File: src/rtl/uart_mmio_fifo_pkg.sv
// mmio_pkg: register offsets and select nibble for the UART MMIO block.
package mmio_pkg;
    localparam logic [3:0] MMIO_SEL     = 4'h8;
    localparam logic [7:0] MMIO_TX_STAT = 8'h00;
    localparam logic [7:0] MMIO_RX_STAT = 8'h04;
    localparam logic [7:0] MMIO_TX_DATA = 8'h08;
    localparam logic [7:0] MMIO_RX_DATA = 8'h0C;
    localparam logic [7:0] MMIO_CYC     = 8'h10;
    localparam logic [7:0] MMIO_INSTR   = 8'h14;
    localparam logic [7:0] MMIO_CNT_RST = 8'h18;
endpackage

File: src/rtl/uart_mmio_fifo_sync_fifo.sv
// sync_fifo: power-of-two synchronous FIFO; a push while full succeeds only alongside a pop.
module sync_fifo #(
    parameter int WIDTH = 8,
    parameter int DEPTH = 8
) (
    input  logic                     clk,
    input  logic                     rst,
    input  logic                     push,
    input  logic                     pop,
    input  logic [WIDTH-1:0]         din,
    output logic [WIDTH-1:0]         dout,
    output logic                     full,
    output logic                     empty,
    output logic [$clog2(DEPTH):0]   count
);
    localparam int AW = $clog2(DEPTH);
    logic [WIDTH-1:0] mem [DEPTH];
    logic [AW:0] wp, rp;
    logic do_push, do_pop;
    assign do_pop  = pop && !empty;
    assign do_push = push && (!full || do_pop);
    assign count   = wp - rp;
    assign full    = count == (AW+1)'(DEPTH);
    assign empty   = count == '0;
    assign dout    = mem[rp[AW-1:0]];
    always_ff @(posedge clk) begin
        if (rst) begin
            wp <= '0;
            rp <= '0;
        end else begin
            if (do_push) wp <= wp + 1'b1;
            if (do_pop) rp <= rp + 1'b1;
        end
    end
    always_ff @(posedge clk)
        if (do_push) mem[wp[AW-1:0]] <= din;
endmodule

File: src/rtl/uart_mmio_fifo.sv
// uart_mmio_fifo: CPU MMIO window onto UART TX/RX FIFOs plus cycle and instruction counters.
module uart_mmio_fifo
    import mmio_pkg::*;
#(
    parameter int TX_DEPTH = 8,
    parameter int RX_DEPTH = 8,
    parameter int CNT_W    = 32
) (
    input  logic        clk,
    input  logic        rst,
    input  logic        stall,
    input  logic [31:0] addr,
    input  logic [3:0]  we,
    input  logic        re,
    input  logic [31:0] din,
    output logic [31:0] dout,
    input  logic        instr_retire,
    output logic [7:0]  DataIn,
    output logic        DataInValid,
    input  logic        DataInReady,
    input  logic [7:0]  DataOut,
    input  logic        DataOutValid,
    output logic        DataOutReady
);
    localparam int TX_CW = $clog2(TX_DEPTH) + 1;
    localparam int RX_CW = $clog2(RX_DEPTH) + 1;
    logic sel, wr, rd, cnt_rst;
    logic [7:0] off;
    logic tx_push, tx_pop, tx_full, tx_empty;
    logic rx_push, rx_pop, rx_full, rx_empty;
    logic [TX_CW-1:0] tx_count;
    logic [RX_CW-1:0] rx_count;
    logic [7:0] rx_byte, drop;
    logic [CNT_W-1:0] cyc, instr;
    logic [31:0] rdata;
    logic unused_bits;
    assign unused_bits = ^{addr[27:8], din[31:8]};
    assign sel     = addr[31:28] == MMIO_SEL && !stall;
    assign off     = addr[7:0];
    assign wr      = sel && |we;
    assign rd      = sel && re;
    assign cnt_rst = wr && off == MMIO_CNT_RST;
    assign tx_push = wr && off == MMIO_TX_DATA;
    assign tx_pop  = DataInValid && DataInReady;
    assign rx_push = DataOutValid && DataOutReady;
    assign rx_pop  = rd && off == MMIO_RX_DATA;
    assign DataInValid  = !tx_empty;
    assign DataOutReady = !rx_full;
    sync_fifo #(.WIDTH(8), .DEPTH(TX_DEPTH)) u_tx (
        .clk(clk), .rst(rst), .push(tx_push), .pop(tx_pop), .din(din[7:0]),
        .dout(DataIn), .full(tx_full), .empty(tx_empty), .count(tx_count)
    );
    sync_fifo #(.WIDTH(8), .DEPTH(RX_DEPTH)) u_rx (
        .clk(clk), .rst(rst), .push(rx_push), .pop(rx_pop), .din(DataOut),
        .dout(rx_byte), .full(rx_full), .empty(rx_empty), .count(rx_count)
    );
    always_comb
        rdata = off == MMIO_TX_STAT ? {8'h0, drop, 8'(tx_count), 7'h0, !tx_full} :
                off == MMIO_RX_STAT ? {16'h0, 8'(rx_count), 7'h0, !rx_empty} :
                off == MMIO_RX_DATA ? {24'h0, rx_empty ? 8'h0 : rx_byte} :
                off == MMIO_CYC     ? 32'(cyc) :
                off == MMIO_INSTR   ? 32'(instr) : 32'h0;
    always_ff @(posedge clk) begin
        if (rst) begin
            dout  <= '0;
            drop  <= '0;
            cyc   <= '0;
            instr <= '0;
        end else begin
            if (rd) dout <= rdata;
            cyc   <= cnt_rst ? '0 : cyc + 1'b1;
            instr <= cnt_rst ? '0 : instr + CNT_W'(instr_retire && !stall);
            // a full push with no same-cycle pop is lost; count it until saturation
            if (cnt_rst) drop <= '0;
            else if (tx_push && tx_full && !tx_pop && drop != 8'hff) drop <= drop + 1'b1;
        end
    end
endmodule

File: config.mk
export PLATFORM = sky130hd
export DESIGN_NAME = uart_mmio_fifo
export DESIGN_NICKNAME = d
export VERILOG_FILES = /design/src/rtl/uart_mmio_fifo_pkg.sv /design/src/rtl/uart_mmio_fifo_sync_fifo.sv /design/src/rtl/uart_mmio_fifo.sv
export SDC_FILE = /design/constraint.sdc
export NUM_CORES = 1
export LEC_CHECK = 0
export BUFFER_PORTS_ARGS = -buffer_cell sky130_fd_sc_hd__buf_2
export CAP_MARGIN = 20
export CORE_ASPECT_RATIO = 0.7
export CORE_MARGIN = 10
export CORE_UTILIZATION = 53
export CTS_BUF_LIST = sky130_fd_sc_hd__clkbuf_16
export DETAILED_ROUTE_END_ITERATION = 12
export PLACE_DENSITY_LB_ADDON = 0.1
export SYNTH_ARGS = -nofsm -noshare
export SYNTH_HDL_FRONTEND = slang
export SYNTH_HIERARCHICAL = 1
export SYNTH_SLANG_ARGS = --single-unit
File: constraint.sdc
create_clock -name clk -period 3.4 [get_ports clk]
set_input_delay 0.34 -clock clk [delete_from_list [all_inputs] [get_ports clk]]
set_output_delay 0.34 -clock clk [all_outputs]
set_load 0.005 [all_outputs]
**After elaboration in Yosys (flattened, before gate mapping)**

Memories as Yosys holds them, arrays and structs flattened. A register that Yosys moved wholly into a read port is not among the register bits.
Index checks and enable logic that the tools add are counted.

- Register bits: 120
- Bits in writable memories: 128
- Bits of input ports: 83
- Logic and storage cells: 72
- Memories: 2

Memories:

| name | depth | width | read ports | clocked after Yosys merged registers in | write ports | RTL line | source |
|---|---|---|---|---|---|---|---|
| u_rx.mem | 8 | 8 | 1 | 1 | 1 | uart_mmio_fifo_sync_fifo.sv:17 | `logic [WIDTH-1:0] mem [DEPTH];` |
| u_tx.mem | 8 | 8 | 1 | 1 | 1 | uart_mmio_fifo_sync_fifo.sv:17 |  |

- Add/subtract/negate cells: 9
- Eq/ne operators: 10
- Mux-type cells: 14
- Reductions and logical operators: 29

Operators by type and width:

| kind | count |
|---|---|
| two-way mux 32 bit | 5 |
| adder 32 x 1 -> 32 bit | 1 |
| adder 32 x 1 -> 32 bit (second input constant) | 1 |
| equality test 8 x 5 -> 1 bit (second input constant) | 3 |
| adder 4 x 1 -> 4 bit (second input constant) | 4 |
| equality test 8 x 4 -> 1 bit (second input constant) | 2 |
| logical AND 1 bit | 16 |
| equality test 4 bit (second input constant) | 3 |
| two-way mux 3 bit | 4 |
| adder 8 x 1 -> 8 bit (second input constant) | 1 |
| equality test 8 x 3 -> 1 bit (second input constant) | 1 |
| logical NOT 4 bit | 2 |
| logical NOT 8 bit | 1 |
| two-way mux 8 bit | 1 |
| != test 8 bit (second input constant) | 1 |
| subtractor 4 bit | 2 |
| logical NOT 1 bit | 6 |
| two-way mux 1 bit | 4 |
| OR reduction 4 bit | 1 |
| logical OR 1 bit | 2 |
| OR reduction 2 bit | 1 |

**Logic depth before layout (Yosys ltp)**

- Word-level depth: 9
- Mapped depth: 14
- Depth with buffers taken out: 12

**Cells and area by module**

The synthesis kept the hierarchy.

By module, submodules not included:

| module | times used | cells an instance | area each (µm²) | seq. area each (µm²) |
|---|---|---|---|---|
| uart_mmio_fifo | 1 | 642 | 5,408.9 | 2,082.0 |
| sync_fifo at u_rx | 1 | 172 | 3,095.5 | 2,142.1 |
| sync_fifo at u_tx | 1 | 171 | 3,085.5 | 2,142.1 |

**Least setup slack after synthesis**

No wires, ideal clock.

- Path type: flip-flop to flip-flop
- From: register u_tx.wp[0]
- To: memory u_tx.mem[2][0], enable pin
- Setup time: 0.290 ns
- Arrival: 3.027 ns
- Required time: 3.110 ns
- Path slack: 0.083 ns
- Stages on the path, launching flop included: 14
- Buffers on the path: 2
- Clock period less this slack: 3.317 ns
- Cells stage by stage: dfxtp_1 > clkbuf_1 > inv_1 > ha_1 > inv_1 > fa_1 > or3_1 > buf_2 > nor2_1 > nand2b_1 > inv_1 > o41a_4 > nand2_1 > nor3_1

- Longest elaborated chain between the ends: 9
- Elaborated cells between the ends (all ways): 11
- Classes of those cells: add/sub: 1; eq/ne: 1; mux: 2; reduce/logical: 7

RTL lines:

| what | RTL line | source |
|---|---|---|
| start, declared | uart_mmio_fifo_sync_fifo.sv:18 | `logic [AW:0] wp, rp;` |
| start signal, assigned | uart_mmio_fifo_sync_fifo.sv:31 | `if (do_push) wp <= wp + 1'b1;` |
| subtractor 4 bit | uart_mmio_fifo_sync_fifo.sv:22 | `assign count = wp - rp;` |
| net tx_count[1] | uart_mmio_fifo.sv:31 | `logic [TX_CW-1:0] tx_count;` |
| logical NOT 4 bit | uart_mmio_fifo_sync_fifo.sv:24 | `assign empty = count == '0;` |
| net tx_empty | uart_mmio_fifo.sv:29 | `logic tx_push, tx_pop, tx_full, tx_empty;` |
| logical NOT 1 bit | uart_mmio_fifo.sv:47 | `assign DataInValid = !tx_empty;` |
| logical AND 1 bit | uart_mmio_fifo.sv:44 | `assign tx_pop = DataInValid && DataInReady;` |
| net tx_pop | uart_mmio_fifo.sv:29 |  |
| logical AND 1 bit | uart_mmio_fifo_sync_fifo.sv:20 | `assign do_pop = pop && !empty;` |
| logical OR 1 bit | uart_mmio_fifo_sync_fifo.sv:21 | `assign do_push = push && (!full \|\| do_pop);` |
| logical AND 1 bit | uart_mmio_fifo_sync_fifo.sv:21 |  |
| two-way mux 1 bit | uart_mmio_fifo_sync_fifo.sv:36 | `if (do_push) mem[wp[AW-1:0]] <= din;` |
| two-way mux 1 bit (not written as such) | uart_mmio_fifo_sync_fifo.sv:36 |  |
| end, declared | uart_mmio_fifo_sync_fifo.sv:17 |  |

The timed path passes the listed nets, and every way through them passes these cells.

**Final worst setup path**

- From: register u_tx.rp[0]
- To: memory u_tx.mem[7][5], enable pin

- Longest elaborated chain between the ends: 9
- Elaborated cells between the ends (all ways): 11
- Classes of those cells: add/sub: 1; eq/ne: 1; mux: 2; reduce/logical: 7

RTL lines:

| what | RTL line | source |
|---|---|---|
| start, declared | uart_mmio_fifo_sync_fifo.sv:18 |  |
| start signal, assigned | uart_mmio_fifo_sync_fifo.sv:32 | `if (do_pop) rp <= rp + 1'b1;` |
| subtractor 4 bit | uart_mmio_fifo_sync_fifo.sv:22 |  |
| net tx_count[2] | uart_mmio_fifo.sv:31 |  |
| logical NOT 4 bit | uart_mmio_fifo_sync_fifo.sv:24 |  |
| net tx_empty | uart_mmio_fifo.sv:29 |  |
| logical NOT 1 bit | uart_mmio_fifo.sv:47 |  |
| logical AND 1 bit | uart_mmio_fifo.sv:44 |  |
| net tx_pop | uart_mmio_fifo.sv:29 |  |
| logical AND 1 bit | uart_mmio_fifo_sync_fifo.sv:20 |  |
| logical OR 1 bit | uart_mmio_fifo_sync_fifo.sv:21 |  |
| logical AND 1 bit | uart_mmio_fifo_sync_fifo.sv:21 |  |
| two-way mux 1 bit | uart_mmio_fifo_sync_fifo.sv:36 |  |
| two-way mux 1 bit (not written as such) | uart_mmio_fifo_sync_fifo.sv:36 |  |

The timed path passes the listed nets, and every way through them passes these cells.

==> flow_summary.toml <==
[worst_setup_path]
critPathMaxStageDelay_ns = 0.56
crit_path_start_kind = "flop"
type_of_the_setup_path_with_the_least_slack = "reg -> reg"
timing.reg2reg.worst_path_depth = 11
worst-endpoint-required_ns = 3.61
path_max_fanout = 8
crit_slowest_cell = "o41a_4"
path_cells = "ha_1 -> inv_1 -> fa_1 -> xor2_1 -> or3_1 -> nor2_1 -> nand2b_1 -> inv_1 -> o41a_4 -> nand4_4 -> inv_1"
r2r_start = "u_tx/rp[0]"
setup.worst_path.end = "u_tx/mem[7][5]"
timing.critical_path.arrival_ns = 3.35
crit_top_cell = "inv_1"
r2r_setup_slack_ns = 0.27
launching_element_of_the_worst_setup_path = "u_tx/rp[0]"
rr_endpoint = "u_tx/mem[7][5]"
worstSetupEndpointType = "flop"

[grt]
grt_first_pass_wirelength_um = 43500
antenna_found_initial = 0
gr-max-usage-layer = "met1"
grt_util_met1_pct = 29.2
grt_pass1_vias = 7700
grt.total_usage_pct = 19.2
grt_overflow_total = 0
grt_use_met2_pct = 28.2
gr-usage-met3_pct = 3.07
grt_start_max_net_pins = 59

[synthesis]
synth_net_count = 1084
library_cell_with_the_highest_instance_count_after_synthesis = "edfxtp_1"
syn_avg_cell_area_um2 = 11.8
synthCells = 985
top_cells_by_area_in_the_synthesized_netlist = "edfxtp_1, dfxtp_1, mux4_2"
ys_seq_area_share_pct = 54.9
top_area_cell_type_share_of_the_netlist_area_pct = 33.2
synth_top_flop_cell = "edfxtp_1"
ys_types = 58
yosys_warnings = 6
post_synth_most_frequent_cells = "edfxtp_1, dfxtp_1, a21oi_1"
synth_seq_cells = 254
asyncSetResetFlopFracSynth_pct = 0
synth_area_mm2 = 0.0116
synth_edf_count = 128
cell_taking_the_most_area_after_synthesis = "edfxtp_1"

[clocking]
cts.root.buffer_cell = "clkbuf_16"
clkSinkCount = 254
ctsResizeCount = 0
post_cts.repair.setup_buffers = 0
cts_buf_count = 26
cts_tree = "yes"
cts-root-to-sink-buffers = 3
insertion_delay_ns = 0.53
cts.clk_slew.worst_paths_ns = 0.06
htreeDepth = 1
ctsHoldBuffers = 0

[floorplan]
die-width_um = 197
floorplan.core_area_mm2 = 0.0216
floorplan.die_area_mm2 = 0.0283
num_io_pins = 125
num_rows = 45
die_y_um = 144
start_util_pct = 53.7

[place]
placement.io_buffers = 80
placed_instances = 1322
hpwl_um = 19200
globalplace.congestion = 0.821

[cells_and_area]
area_delta_synth_final_pct = 14.7
design.final.nets = 1167
final_cells = 1370
post_route_cells_drive_above_1_share_pct = 22.3
antenna_cells = 0

[power]
seqPwrFrac_pct = 49.7
share_comb_of_total_power_pct = 6.2
cell_internal_pwr_mw = 5.18
p_per_area_mw_per_mm2 = 499
power.switching_fraction_pct = 22.0
clock_power_share_pct = 44.1
power.switching_mw = 1.46
p_leak_nw = 4.54
vdd_ir_drop_max_mv = 0.494

[detailed_routing]
via_per_inst = 6.02
dr_total_vias = 8247
post_drt_wl_per_cell_um = 20.1
final_antenna_net_count = 0
drtPass1Iterations = 6
drtIter0Drc = 687
totalWireLength_um = 27500
number_of_remaining_drc_errors = 0

[timing]
worst_slew_margin_rel_pct = 44.5
hold_viol_final = 0
hold_slack_ns = 0.0889
fin_skew_ns = 0.00912
rsz0062_at_grt = "no"
setup_total_negative_slack_ns = 0
final.min_clock_period_ns = 3.13
worst_pin_slew_ns = 0.826
timing.fmax_mhz = 319
finalCritPeriodShare_pct = 92.1
finalMaxSlewViolations = 0
setup_violations = 0

[flow_run]
max_cap_viol_count = 0

[run_status]
run_status = "finished clean"

[min_path]
hp-class = "in -> reg"
whs_path_depth = 1
holdCritStartpoint = "DataOut[1]"
sequential cells by signal (all words and copies together) (netlist names), named ones only:
signal,flops
u_tx/wp,4
u_rx/mem,64
cyc,32
u_tx/rp,4
u_tx/mem,64
dout,32
u_rx/rp,4
drop,8
u_rx/wp,4
instr,32
critical path, delay by kind of cell (launching register included):
kind,cells,cell delay (ns)
simple gates,4,0.72
fa+ha+maj,2,0.58
compound gates,1,0.56
flops,1,0.42
buf+inv,3,0.39
xor+xnor,1,0.16
power by group through the flow:
stage	Combinational [mW]	Sequential (mW)	Clock [mW]
after floorplan	0.245	3.36	0
after CTS	0.409	3.30	2.98
after global routing	0.452	3.30	3.12
after global placement	0.400	3.36	0
after detailed placement	0.407	3.37	0
final	0.412	3.30	2.93
worst min path at each step:
stage                                end  slack, ns
after floorplan                   cyc[0]       0.44
after global placement          dout[20]       0.44
after detailed placement        dout[28]       0.44
after CTS                 u_rx/mem[7][7]       0.07
after global routing      u_rx/mem[7][1]       0.09
final                     u_rx/mem[6][1]       0.09
stage by stage:
stage | setup WS, ns | power [mW] | utilization (%) | area (um^2)
3_3_place_gp | 0.330 | 3.76 | 57.5 | 12400
6_report | 0.269 | 6.64 | 61.6 | 13300
2_1_floorplan | 0.0833 | 3.61 | - | 11600
3_5_place_dp | 0.291 | 3.77 | 57.5 | 12400
4_1_cts | 0.258 | 6.69 | 61.6 | 13300
5_1_grt | 0.0520 | 6.88 | 61.6 | 13300
final cells by class:
type	count	area [um^2]
fill	1723	8270
sequential	254	6370
multi-input combinational	639	4890
clock buffer	27	676
timing repair buffer	114	668
tap	282	353
clock inverter	21	213
inverter	33	124
placed cells by master, fill, tap and decap left out, drive strengths merged, types with 30 or more instances in the layout:
master	n
inv	40
dfxtp	126
a21oi	65
nor2	60
mux4	33
buf	114
nand3	60
edfxtp	128
nand2	47
mux2	36
or4	30
cells by family after synthesis:
logic type	Yosys count	share of synthesized area, %
DFF	254	54.9
AOI/OAI and AO/OA	163	9.26
and+or+nand+nor	328	15.7
xor gates and xnor gates	36	2.72
buffers and inverters	92	3.23
muxes	96	12.3
adders and majority gates	16	1.86
per-layer routing:
metal	share of wire, %	vias up
met5	0	-
met4	1.3	0
met3	6.3	27
met2	44	226
met1	49	4059
li1	-	3935
(Power assumes the default switching activity.)
